### config.mk
export PLATFORM = sky130hd
export DESIGN_NAME = fifo_wr_arbiter
export DESIGN_NICKNAME = d
export VERILOG_FILES = /design/src/rtl/fifo_arb_pkg.sv /design/src/rtl/fifo_wr_arbiter_rr_pick.sv /design/src/rtl/fifo_wr_arbiter.sv
export SDC_FILE = /design/constraint.sdc
export NUM_CORES = 1
export LEC_CHECK = 0
export ABC_CLOCK_PERIOD_IN_PS = 1650
export CAP_MARGIN = 15
export CORE_UTILIZATION = 30
export DETAILED_ROUTE_END_ITERATION = 7
export HOLD_SLACK_MARGIN = 0.05
export PLACE_DENSITY_LB_ADDON = 0.15
export SETUP_SLACK_MARGIN = 0.4
export SLEW_MARGIN = 20
export SYNTH_ARGS = -nofsm -noshare
export SYNTH_HDL_FRONTEND = slang
export SYNTH_SLANG_ARGS = --single-unit
### constraint.sdc
create_clock -name CLK -period 1.65 [get_ports CLK]
set_input_delay 0.165 -clock CLK [delete_from_list [all_inputs] [get_ports CLK]]
set_output_delay 0.165 -clock CLK [all_outputs]
set_load 0.1 [all_outputs]
### src/rtl/fifo_arb_pkg.sv
// Types shared by the FIFO write arbiter and the read-side schedulers.
package fifo_arb_pkg;

    typedef enum logic {
        ARB_IDLE  = 1'b0,
        ARB_GRANT = 1'b1
    } arb_state_t;

endpackage

### src/rtl/fifo_wr_arbiter_rr_pick.sv
// Rotating-priority finder: first set request at or above ptr, wrapping at nreq-1.
module rr_pick #(
    parameter  int nreq = 4,
    localparam int IW   = (nreq > 1) ? $clog2(nreq) : 1
) (
    input  logic [nreq-1:0] req,
    input  logic [IW-1:0]   ptr,
    output logic            any,
    output logic [IW-1:0]   idx
);

    // Scan from the farthest offset down so the nearest request to ptr wins last.
    always_comb begin
        logic [IW:0]   sum_s;
        logic [IW-1:0] cand_s;
        any    = 1'b0;
        idx    = '0;
        sum_s  = '0;
        cand_s = '0;
        for (int k = nreq - 1; k >= 0; k--) begin
            sum_s = {1'b0, ptr} + (IW+1)'(k);
            if (sum_s >= (IW+1)'(nreq)) begin
                sum_s = sum_s - (IW+1)'(nreq);
            end else begin
                sum_s = sum_s;
            end
            cand_s = sum_s[IW-1:0];
            if (req[cand_s]) begin
                any = 1'b1;
                idx = cand_s;
            end else begin
                any = any;
                idx = idx;
            end
        end
    end

endmodule

### src/rtl/fifo_wr_arbiter.sv
// Round-robin arbiter sharing one FIFO write port between nreq burst requesters;
// a grant is held for a whole burst (LAST or maxburst beats).
module fifo_wr_arbiter
    import fifo_arb_pkg::*;
#(
    parameter int width    = 32,
    parameter int nreq     = 4,
    parameter int maxburst = 8
) (
    input  logic                      CLK,
    input  logic                      nRST,
    input  logic [nreq-1:0]           REQ_VALID,
    input  logic [nreq-1:0]           REQ_LAST,
    input  logic [nreq*width-1:0]     REQ_DATA,
    output logic [nreq-1:0]           REQ_READY,
    output logic [width-1:0]          FIFO_D,
    output logic                      FIFO_WR,
    input  logic                      FIFO_FULL,
    output logic [$clog2(nreq)-1:0]   GNT_ID,
    output logic                      BUSY
);

    localparam int IW = $clog2(nreq);
    localparam int CW = $clog2(maxburst + 1);

    arb_state_t    state_q, state_d;
    logic [IW-1:0] ptr_q, ptr_d;
    logic [IW-1:0] gnt_q, gnt_d;
    logic [CW-1:0] cnt_q, cnt_d;
    logic          busy_q, busy_d;

    logic          pick_any_s;
    logic [IW-1:0] pick_idx_s;
    logic          beat_s;
    logic          release_s;

    rr_pick #(
        .nreq (nreq)
    ) u_pick (
        .req (REQ_VALID),
        .ptr (ptr_q),
        .any (pick_any_s),
        .idx (pick_idx_s)
    );

    // Accepted beat of the granted requester and whether it ends the grant.
    always_comb begin
        beat_s    = 1'b0;
        release_s = 1'b0;
        if (state_q == ARB_GRANT) begin
            beat_s    = REQ_VALID[gnt_q] & ~FIFO_FULL;
            release_s = beat_s & (REQ_LAST[gnt_q] | (cnt_q == CW'(maxburst - 1)));
        end else begin
            beat_s    = 1'b0;
            release_s = 1'b0;
        end
    end

    // Next-state logic for the grant FSM, pointer, grant index and beat counter.
    always_comb begin
        state_d = state_q;
        ptr_d   = ptr_q;
        gnt_d   = gnt_q;
        cnt_d   = cnt_q;
        case (state_q)
            ARB_IDLE: begin
                if (pick_any_s) begin
                    gnt_d   = pick_idx_s;
                    cnt_d   = '0;
                    state_d = ARB_GRANT;
                end else begin
                    state_d = ARB_IDLE;
                end
            end
            ARB_GRANT: begin
                if (beat_s) begin
                    cnt_d = cnt_q + CW'(1);
                end else begin
                    cnt_d = cnt_q;
                end
                if (release_s) begin
                    state_d = ARB_IDLE;
                    ptr_d   = (gnt_q == IW'(nreq - 1)) ? '0 : gnt_q + IW'(1);
                end else begin
                    state_d = ARB_GRANT;
                end
            end
            default: begin
                state_d = ARB_IDLE;
            end
        endcase
        busy_d = (state_d == ARB_GRANT);
    end

    // Datapath steering; ready follows FULL combinationally, which is loop-free
    // because FULL comes straight from FIFO registers.
    always_comb begin
        REQ_READY = '0;
        FIFO_D    = '0;
        FIFO_WR   = 1'b0;
        if (state_q == ARB_GRANT) begin
            for (int i = 0; i < nreq; i++) begin
                if (gnt_q == IW'(i)) begin
                    REQ_READY[i] = ~FIFO_FULL;
                    FIFO_D       = REQ_DATA[i*width +: width];
                end else begin
                    REQ_READY[i] = 1'b0;
                end
            end
            FIFO_WR = beat_s;
        end else begin
            REQ_READY = '0;
            FIFO_D    = '0;
            FIFO_WR   = 1'b0;
        end
    end

    // State registers with synchronous active-low reset.
    always_ff @(posedge CLK) begin
        if (!nRST) begin
            state_q <= ARB_IDLE;
            ptr_q   <= '0;
            gnt_q   <= '0;
            cnt_q   <= '0;
            busy_q  <= 1'b0;
        end else begin
            state_q <= state_d;
            ptr_q   <= ptr_d;
            gnt_q   <= gnt_d;
            cnt_q   <= cnt_d;
            busy_q  <= busy_d;
        end
    end

    assign GNT_ID = gnt_q;
    assign BUSY   = busy_q;

endmodule

==> metrics.csv, run 1 <==
metric;value;unit
cpPeakStageDelay;0.36;ns
die_h;87.51;um
critPathBufInv;4;
ys_ff_latch;9;
numPortBuffers;178;
max-clock-path-buffers;2;
final_cells;553;
critPathSlowestCell;dfxtp_4;
firstDrtPassIters;5;
reg2reg_slack;-0.09;ns
crit_chain;inv_4, ha_4, nor2b_4, buf_12, buf_12, a221oi_2, a211o_1, a21boi_4, buf_12;
layout_min_cycle_time;2.089;ns
ys_seq_area_share;8.214;%
reg2reg_to;cnt_q[1];
htree_levels;1;
worst_slack;-0.4393;ns
crit_required;1.48;ns
startpoint;GNT_ID[0];
finalHoldViolations;0;
seq_power_share;8.5;%
syn_area;2193;um^2
setup_viol;39;
layout_commonest_cell;clkdlybuf4s50_1;
nFillCells;476;
vias;2801;
wire_per_inst;16.94;um
area_growth;138.8;%
critPathTopFamily;buffers and inverters;
antenna_found_initial;0;
grt_max_degree;35;
start_kind;register;
ant_nets;0;
tightest_slew;0.4288;ns
whs;0.4908;ns
nNetsFinal;602;
start_util;31.59;%
cp_max_fo;8;
power_frac_comb;82.2;%
endpoint;FIFO_D[7];
drc;0;
dp_cells;537;
dieArea;7657;um^2
yosys_warnings;0;
cts_inserted_buffers;3;
slew_headroom;71.32;%
crit_cells;9;
power.leakage;2.213;nW
vdd_ir_drop_max;0.0003666;V
num_rows;30;
groute.usage.overall;22.21;%
hold_path_class;reg -> reg;
cts_root_buf;clkbuf_8;
internal-power;1.484;mW
violations;setup timing;
critPathKind;reg -> out;
grt_overflow;0;
layout-drive-gt1-share;38.95;%
p_clk_share;9.3;%
outcome;complete, but fails checks;
core;6944;um^2
clk_latency;0.23;ns
cap_violations;0;
routed_wl;9368;um
gp_congestion;0.7905;
clock-sinks;9;
p_sw_share;46.32;%
syn_avg_cell_area;8.404;um^2
cp.arrival;1.92;ns
syn_nets;405;
final_cell_mix;clkdlybuf4s50_1 (134), buf_12 (47), nand2_1 (40), inv_1 (33);
cpMostUsedCell;buf_12;
fin_skew;0.005635;ns
grt_pass1_vias;2744;
timing.fmax;478.6;MHz
diodes;0;
drtIter0Drc;97;
postSynthCellCount;261;
switchingPower;1.280;mW
period_share;126.6;%
rsz0062_at_grt;true;
pin_count;179;
dpl.hpwl;7258;um
critPathCaptureType;output pin;
slew_viol_final;0;
reg2reg_from;GNT_ID[1];
clkSlewWorstSetupHoldPaths;0.05;ns
cts_tree;yes;
rr_worst_depth;8;
via_per_inst;5.065;
die_width;87.51;um
power.density;527.6;nW/um^2
ys_types;40;
grt_pass1_wl;13480;um
==> worst reg2reg max path: cells and delay by family, from the launching register on <==
kind	cells	cell delay, ns
simple gates	2	0.22
buf+inv	4	0.45
compound gates	1	0.13
mux	1	0.53
flops	1	0.36
==> how the worst min path moves through the flow <==
stage,startpoint,end,cells after the start
global route,cnt_q[1],cnt_q[1],2
CTS,cnt_q[1],cnt_q[1],2
finish,cnt_q[1],cnt_q[1],2
floorplan,nRST,cnt_q[0],2
detailed placement,cnt_q[1],cnt_q[1],2
global placement,cnt_q[0],cnt_q[0],2
==> metal layers <==
layer	GRT usage (%)	share of wire [%]
met5	0	0
met4	4.918	2.3
met3	6.161	8.8
met2	41.97	51
met1	24.53	38
==> flip-flops by register name (all words and copies together), names as in the netlist <==
name	flops
ptr_q	2
cnt_q	4
GNT_ID	2
BUSY	1
==> kinds of logic after synthesis <==
logic type / synth area share (%)
DFF: 8.214
muxes: 3.423
buffers and inverters: 15.92
adders and majority gates: 2.852
and+or+nand+nor: 15.00
AOI/OAI and AO/OA: 54.59
==> repair_timing <==
| action | 4_1_cts | 5_1_grt |
|---|---|---|
| pin swaps | 4 | 4 |
| cloned | 1 | 2 |
| buffers inserted | 4 | 5 |
| endpoints found under the setup margin | 47 | 46 |
| hold buffers | 0 | 0 |
| resized for setup | 26 | 18 |
==> through the flow <==
| step | TNS [ns] | total power, mW | utilization (%) | instance area (um^2) | worst slack (ns) |
|---|---|---|---|---|---|
| after floorplan | -22.41 | 1.560 | - | 2516 | -0.7055 |
| after global placement | -4.915 | 2.369 | 70.29 | 4881 | -0.1871 |
| after detailed placement | -5.691 | 2.393 | 70.29 | 4881 | -0.2218 |
| final | -13.31 | 2.764 | 75.44 | 5239 | -0.4393 |
| after global routing | -15.89 | 2.870 | 75.44 | 5239 | -0.4992 |
| after CTS | -13.03 | 2.694 | 73.05 | 5072 | -0.4472 |
==> area by class of cell <==
cell class              instances  area (um^2)  area share, %
clock buffers                   3        41.29         0.7882
clock inverters                 1        5.005        0.09553
inverters                      36        152.6          2.914
multi-input cells             189         2028          38.72
flip-flops and latches          9        192.7          3.678
well taps                      96        120.1          2.293
repair buffers                219         2699          51.52
==> power groups by stage <==
stage          registers [mW]  logic, mW  clock network (mW)
3_3_place_gp            0.239       2.13                   0
3_5_place_dp            0.240       2.15                   0
2_1_floorplan           0.269       1.29                   0
5_1_grt                 0.235       2.36               0.271
4_1_cts                 0.234       2.20               0.258
6_report                0.234       2.27               0.256
==> Yosys cell counts (all sizes together) <==
library cell  number  area (um^2)
o41ai              1        8.760
dfxtp              9        180.2
and3b              1        8.760
ha                 5        62.56
nand2b             2        12.51
o21a               1        7.510
nand3b             1        7.510
and2               6        37.54
mux2i              3        30.03
nor2b              4        32.53
a221oi            32        461.7
a21oi              3        15.01
inv               36        137.6
nand2             43        168.9
nor2               5        18.77
nor4               1        12.51
mux4               2        45.04
or2                1        8.760
a21boi            35        371.6
buf               10        113.9
o21ai              5        36.29
and3               1        6.260
nand3              3        15.01
o211ai             1        7.510
o221ai             1        8.760
a211o             32        280.3
clkbuf            17        97.60
No activity file was read; power rests on OpenSTA's default activity.
==> run 2: changes to the inputs <==
ABC_CLOCK_PERIOD_IN_PS = 2300   (was 1650)
CORE_UTILIZATION = 34   (was 30)
clock period = 2.3 ns   (was 1.65 ns; I/O delays follow)
==> run 2 against run 1 <==
Effect of this change:
- the flow now finishes without violations
- largest power group unchanged
- worst hold slack better by 0.0016 ns
- first-iteration DRC count is 19% lower
- global-route usage grew 5.7 points
- clock power decreased by 27%
- clock-buffer cell count increased by 1
- critical endpoint is now FIFO_D[10]
==> metrics.csv, run 2 (synthesized netlist as in run 1, its figures left out) <==
metric;value;unit;change
die_width;82.32;um;-5.9%
crit_chain;inv_4, ha_4, nor2b_4, buf_6, buf_12, buf_16, a221oi_2, a211o_1, a21boi_4, buf_12;;
crit_required;2.07;ns;+0.59 ns
grt_pass1_vias;2736;;-0.29%
final_cell_mix;clkdlybuf4s50_1 (138), buf_12 (43), nand2_1 (42), inv_1 (33);;
htree_levels;1;;unchanged
hold_path_class;reg -> reg;;
numPortBuffers;178;;unchanged
gp_congestion;0.8396;;+6.2%
cts_root_buf;clkbuf_8;;
firstDrtPassIters;4;;-1
layout_commonest_cell;clkdlybuf4s50_1;;
fin_skew;0.004617;ns;-0.001019 ns
cp_max_fo;6;;-2
drc;0;;unchanged
cts_tree;yes;;
power.density;397.1;nW/um^2;-25%
period_share;98.51;%;
start_util;36.19;%;+4.6 points
tightest_slew;0.4011;ns;-0.02772 ns
finalHoldViolations;0;;unchanged
vias;2764;;-1.3%
setup_viol;0;;-100%
cts_inserted_buffers;3;;unchanged
largest_register_ffs;4;;unchanged
cpMostUsedCell;buf_12;;
rr_worst_depth;6;;-2
critPathKind;reg -> out;;
clk_latency;0.24;ns;about the same
layout-drive-gt1-share;35.14;%;-3.8 points
final_cells;519;;-6.1%
ant_nets;0;;unchanged
holdPathStages;2;;unchanged
dieArea;6777;um^2;-11%
cp.arrival;2.04;ns;+0.12 ns
worst_slack;0.03416;ns;+0.4735 ns
max-clock-path-buffers;2;;unchanged
area_growth;130.0;%;
whs;0.4924;ns;+0.001639 ns
placed_cell_area;4629;um^2;-5.2%
cpPeakStageDelay;0.36;ns;about the same
die_h;82.32;um;-5.9%
num_rows;28;;-6.7%
power.leakage;2.119;nW;-4.2%
start_kind;register;;
tns;0;ns;+13.31 ns
grt_max_degree;39;;+11%
dpl.hpwl;6425;um;-11%
final_area;5045;um^2;-3.7%
via_per_inst;5.326;;+5.1%
outcome;complete, no violations;;
core;6061;um^2;-13%
top_register;cnt_q;;
pin_count;179;;unchanged
seqCellArea;191.4;um^2;-0.65%
layout_min_cycle_time;2.266;ns;
drtIter0Drc;79;;-19%
antenna_found_initial;0;;unchanged
wire_per_inst;19.24;um;+14%
nNetsFinal;589;;-2.2%
slew_viol_final;0;;unchanged
dp_cells;494;;-8.0%
clkSlewWorstSetupHoldPaths;0.05;ns;about the same
cts.hold.buffers_added;0;;unchanged
critPathSlowestCell;dfxtp_4;;
rsz0062_at_grt;true;;
clock-sinks;9;;unchanged
finalPower;2.003;mW;-28%
grt_overflow;0;;unchanged
routed_wl;9985;um;+6.6%
groute.usage.overall;27.88;%;+5.7 points
crit_cells;10;;+1
critPathCaptureType;output pin;;
nFillCells;345;;-28%
place_ws;0.2309;ns;+0.4528 ns
multi_input_area;1989;um^2;-1.9%
slew_headroom;73.04;%;+1.7 points
grt_pass1_wl;14200;um;+5.4%
utilization;83.24;%;+7.8 points
timing.fmax;441.3;MHz;
critPathBufInv;5;;+1
diodes;0;;unchanged
critPathTopFamily;buffers and inverters;;
vdd_ir_drop_max;0.0003874;V;+5.7%
cap_violations;0;;unchanged
[run 2: cell types whose count changed in the layout (fill, tap and decap cells not counted), moves of 4 or more]
cell / before / now
buf_6: 11 / 4
buf_12: 47 / 43
clkdlybuf4s50_1: 134 / 138
dlygate4sd2_1: 4 / 0
[run 2: worst paths after layout]
kind                            startpoint    endpoint  slack [ns]
worst max-delay path             GNT_ID[1]  FIFO_D[10]        0.03
worst min register to register    cnt_q[0]    cnt_q[0]        0.49
worst max register to register   GNT_ID[1]    ptr_q[0]        0.71
worst min-delay path              cnt_q[0]    cnt_q[0]        0.49
[run 2: per-layer routing]
metal	global-route usage (%)	share of wire (%)	routed length, um
met1	30.78	37	3664
met2	52.56	53	5280
met3	7.912	9.3	925
met4	5.439	1.1	114
met5	0	0	0
[run 2: area by class of cell]
| class | count | share of cell area [%] |
|---|---|---|
| sequential | 9 | 3.795 |
| tap | 75 | 1.860 |
| multi-input combinational | 189 | 39.43 |
| timing repair buffer | 206 | 51.19 |
| inverter | 36 | 2.827 |
| clock buffer | 4 | 0.8929 |
[run 2: repair_timing]
action,4_1_cts,5_1_grt
buffers inserted,12,3
gates cloned,5,1
endpoints found under the setup margin,37,37
pin swaps,15,13
gates resized for setup,16,3
[run 2: worst reg2reg max path, delay by kind of cell, from the launching register on]
family,cells,cell delay (ns)
AO/OA/AOI/OAI,1,0.08
buffers and inverters,2,0.24
flip-flops,1,0.37
multiplexers,2,0.72
AND/OR/NAND/NOR,1,0.12
[run 2: power breakdown]
part           switching, mW  internal, mW  leakage, nW
registers             0.0160         0.161       0.0751
logic                  0.847         0.794         2.02
clock network         0.0646         0.121       0.0228
total                  0.927          1.08         2.12
